[src/rtl/dec3_8_strobe_if.sv]
// dec3_8_strobe_if: code handshake and strobe outputs of the 3-to-8 strobe decoder
interface dec3_8_strobe_if;
  logic       enb;
  logic [2:0] code;
  logic       code_valid;
  logic       code_ready;
  logic [7:0] y;
  logic       busy;
  logic       done;
  modport master (output enb, code, code_valid, input code_ready, y, busy, done);
  modport slave (input enb, code, code_valid, output code_ready, y, busy, done);
endinterface

[src/rtl/dec3_8_strobe.sv]
// dec3_8_strobe: registered 3-to-8 decoder holding a one-hot strobe for PULSE_LEN cycles
module dec3_8_strobe #(
  parameter int PULSE_LEN = 4
) (
  input logic clk,
  input logic rst,
  dec3_8_strobe_if.slave bus
);
  localparam logic [0:0] IDLE = 1'b0;
  localparam logic [0:0] ACTIVE = 1'b1;
  logic [0:0] state;
  logic [7:0] cnt;
  assign bus.code_ready = (state == IDLE) & bus.enb & ~rst;
  always_ff @(posedge clk) begin
    if (rst) begin
      state <= IDLE;
      cnt <= 8'd0;
      bus.y <= 8'h00;
      bus.busy <= 1'b0;
      bus.done <= 1'b0;
    end else begin
      bus.done <= 1'b0;
      if (state == IDLE) begin
        if (bus.code_valid && bus.code_ready) begin
          state <= ACTIVE;
          bus.y <= 8'b1 << bus.code;
          bus.busy <= 1'b1;
          cnt <= 8'(PULSE_LEN - 1);
        end
      end else if (!bus.enb || cnt == 8'd0) begin
        // abort and normal completion both clear the strobe; only completion reports done
        state <= IDLE;
        bus.y <= 8'h00;
        bus.busy <= 1'b0;
        bus.done <= bus.enb;
      end else begin
        cnt <= cnt - 8'd1;
      end
    end
  end
endmodule

[src/flat_wrapper.sv]
// flat-port wrapper written by rule: the top's interface ports become plain ports
module dec3_8_strobe_flat 
#(
  parameter int PULSE_LEN = 4
)
  (clk, rst, bus_enb, bus_code, bus_code_valid, bus_code_ready, bus_y, bus_busy, bus_done);
  dec3_8_strobe_if bus_i ();
  input logic clk;
  input logic rst;
  input wire logic [$bits(bus_i.enb)-1:0] bus_enb;
  input wire logic [$bits(bus_i.code)-1:0] bus_code;
  input wire logic [$bits(bus_i.code_valid)-1:0] bus_code_valid;
  output wire logic [$bits(bus_i.code_ready)-1:0] bus_code_ready;
  output wire logic [$bits(bus_i.y)-1:0] bus_y;
  output wire logic [$bits(bus_i.busy)-1:0] bus_busy;
  output wire logic [$bits(bus_i.done)-1:0] bus_done;
  assign bus_i.enb = bus_enb;
  assign bus_i.code = bus_code;
  assign bus_i.code_valid = bus_code_valid;
  assign bus_code_ready = bus_i.code_ready;
  assign bus_y = bus_i.y;
  assign bus_busy = bus_i.busy;
  assign bus_done = bus_i.done;
  dec3_8_strobe #(.PULSE_LEN(PULSE_LEN)) u_core (.clk(clk), .rst(rst), .bus(bus_i));
endmodule
[config.mk]
export PLATFORM = sky130hd
export DESIGN_NAME = dec3_8_strobe_flat
export DESIGN_NICKNAME = d
export VERILOG_FILES = /design/src/rtl/dec3_8_strobe_if.sv /design/src/rtl/dec3_8_strobe.sv /design/src/flat_wrapper.sv
export SDC_FILE = /design/constraint.sdc
export NUM_CORES = 1
export LEC_CHECK = 0
export CAP_MARGIN = 20
export CORE_MARGIN = 1
export CORE_UTILIZATION = 52
export CTS_CLUSTER_DIAMETER = 50
export DETAILED_ROUTE_END_ITERATION = 8
export PLACE_DENSITY = 0.81
export SYNTH_ARGS = -nofsm -noshare
export SYNTH_HDL_FRONTEND = slang
export SYNTH_SLANG_ARGS = --single-unit
[constraint.sdc]
create_clock -name clk -period 2.9 [get_ports clk]
set_input_delay 0.725 -clock clk [delete_from_list [all_inputs] [get_ports clk]]
set_output_delay 0.725 -clock clk [all_outputs]
set_load 0.1 [all_outputs]
==> results of run 1 <==
metal layers:
layer	track usage [%]	share of wire, %	routed length [um]	vias to the layer above
met3	2.500	2.9	51	5
met5	0	0	0	-
met1	30.42	51	883	356
met2	27.58	44	763	11
met4	13.13	2.3	40	0
li1	-	-	-	380
worst paths after layout:
kind / endpoint / slack (ns) / cells after the start
max reg2reg: u_core.bus.y[0]$_SDFFE_PP0P_ / 1.31 / 6
min: u_core.bus.y[3]$_SDFFE_PP0P_ / 0.46 / 1
min reg2reg: u_core.bus.y[3]$_SDFFE_PP0P_ / 0.46 / 1
max: bus_code_ready / 0.34 / 3
area by class of cell:
| type | instances | area share (%) |
|---|---|---|
| clock buffers | 4 | 2.411 |
| inverters | 6 | 2.067 |
| multi-input cells | 64 | 43.86 |
| flip-flops and latches | 19 | 34.90 |
| well taps | 16 | 1.837 |
| repair buffers | 18 | 14.93 |
sequential cells by signal (all words and copies together) (netlist names):
| name | cells |
|---|---|
| u_core.state | 1 |
| u_core.cnt | 8 |
| u_core.bus.done | 1 |
| u_core.bus.busy | 1 |
| u_core.bus.y | 8 |
cell families (layout without fill, tap and decap cells):
group	after synthesis	in the layout
compound gates	25	25
xor+xnor	2	2
fa+ha+maj	2	2
buf+inv	8	28
flops	19	19
simple gates	35	35
through the flow:
step                utilization (%)  cells  total power [uW]  setup slack (ns)
finish                        69.90    127             512.6            0.3397
global route                  69.90    127             534.0            0.2845
CTS                           69.90    127             517.1            0.3502
detailed placement            68.22    123             381.9            0.3634
global placement              68.22    123             380.5            0.3626
floorplan                         -     91             354.1           0.04768
power breakdown:
group	switching [uW]	internal [uW]	total [uW]
sequential	6.73	268	275
combinational	64.7	37.6	102
clock	81.9	53.6	136
total	153	359	513
cell usage in the layout, fill, tap and decap left out, types with 2 or more instances in the layout:
cell             instances
dfxtp_1                 19
xnor2_1                  2
a311oi_1                 2
clkdlybuf4s50_1          6
inv_1                    6
ha_1                     2
nand2_1                  6
nor3_1                   5
a21oi_1                  3
a31o_2                   2
clkbuf_4                 3
a211oi_1                 4
nor2_1                  11
buf_4                   11
a32o_1                   3
o2bb2ai_1                3
==> impl_metrics.ini, run 1 <==
[grt]
grt_pass1_vias = 654
grt_usage_pct = 20.38
grt_max_degree = 13
antenna_found_initial = 0
grt_pass1_wl_um = 2842
gr-total-overflow = 0

[synth]
synthArstFlopShare_pct = 0
netlist_area_um2 = 890.9
ys_seq_area_share_pct = 42.70
netlist_top_cells_area = dfxtp_1, nor2_1, a32o_1
synthTopCellsByCount = dfxtp_1, nor2_1, inv_1, nand2_1, nor3_1
yosys_register_bits = 19
synth-compound-area-share_pct = 23.88
synth.most_common_cell = dfxtp_1
synth.area.mux_share_pct = 0
synth_top_area_share_pct = 42.70
synth_top_family_by_area = simple AND/OR/NAND/NOR gates
synthAdderAreaFrac_pct = 2.809
synth_fp_nets = 100
synth_top_cell_by_area = dfxtp_1
synth_ff_type = dfxtp_1
synth_xor_area_share_pct = 1.966
synth_area_per_cell_um2 = 9.790
synthSimpleGateAreaFrac_pct = 24.44
yosysUniqueCellTypes = 36
synth_edf_count = 0
yosys_warnings = 0
synthCells = 91

[placement]
postPlaceCellArea_mm2 = 0.001064
gp_congestion = 0.7793
port_buffers = 17
dp_hpwl_um = 1289

[cells_and_area]
seqCellArea_um2 = 380.4
diodes = 0
fillers = 116
stdcell_area_mm2 = 0.001090
drive_gt1_share_pct = 23.42
multi_input_area_um2 = 478.0
fin_nets = 121
layout-area-overhead-vs-synth_pct = 22.33

[drt]
drtPass1Iterations = 6
wl_per_cell_um = 13.69
drc = 4
routed_via_density = 5.921
wl_um = 1739
num_vias = 752
ant_nets = 0
dr.first_iter.drc_count = 23

[floorplan]
design.die.area_mm2 = 0.001883
chipWidth_um = 43.39
coreArea_mm2 = 0.001559
start_util_pct = 57.14
io_pins = 18
die_h_um = 43.39
fp-row-count = 14

[timing]
fmaxAchievable_mhz = 390.6
rsz0062_at_grt = no
hold_viol = 0
finalClockSkew_ns = 0.009776
maxSlewHeadroom_pct = 67.37
finalSetupTns_ns = 0
tightestPinTransition_ns = 0.4858
setup_viol = 0
layout_min_cycle_time_ns = 2.560
fin_crit_sh_pct = 88.29
holdWs_ns = 0.4631
slew_viol_final = 0

[clock_network]
post_cts_resize_count = 0
clock-sinks = 19
cts_tree = done
cts_max_level = 1
root_buffer = clkbuf_4
cts_hold_buf = 0
cts_buffers = 3
post-cts-setup-buffer-count = 0
clkTransAtPathRegs_ns = 0.10
cts.path.max_buffers = 2
insertion_delay_ns = 0.30

[setup_path]
endpoint_kind = primary output
critPathMaxFanout = 7
critPathMaxStageDelay_ns = 0.58
cp.buffers_inverters = 2
start_kind = input port
cp.required_ns = 2.17
cp.arrival_ns = 1.84
path_class = in -> out
rr_startpoint = u_core.cnt[0]$_SDFFE_PP0P_
crit_start = bus_enb
worst_path_dominant_cell_family = buffers and inverters
worstPathCellList = clkdlybuf4s50_1 > nor3b_2 > buf_12
crit_slowest_cell = clkdlybuf4s50_1

[run_status]
status = finished with violations
violations = design-rule violations

[power_and_ir_drop]
vdd_drop_max_uv = 348.0
power_density_mw_per_mm2 = 470.4
p_leak_uw = 0.0004228

[flow_run]
maxCapViolCount = 0

[worst_hold_path]
hp-class = reg -> reg
hold_start = u_core.bus.y[3]$_SDFFE_PP0P_
Power figures use the tool's default switching activity.
==> inputs of run 2 (changes only) <==
Settings changed: HOLD_SLACK_MARGIN set to 0.02.
==> results of run 2 <==
The final DEF is identical to that of run 1; final timing and power are the same.
==> inputs of run 3 (changes only) <==
Settings changed: HOLD_SLACK_MARGIN 0.02 to not set.
==> results of run 3 <==
The final DEF is identical to that of run 1; final timing and power are the same.
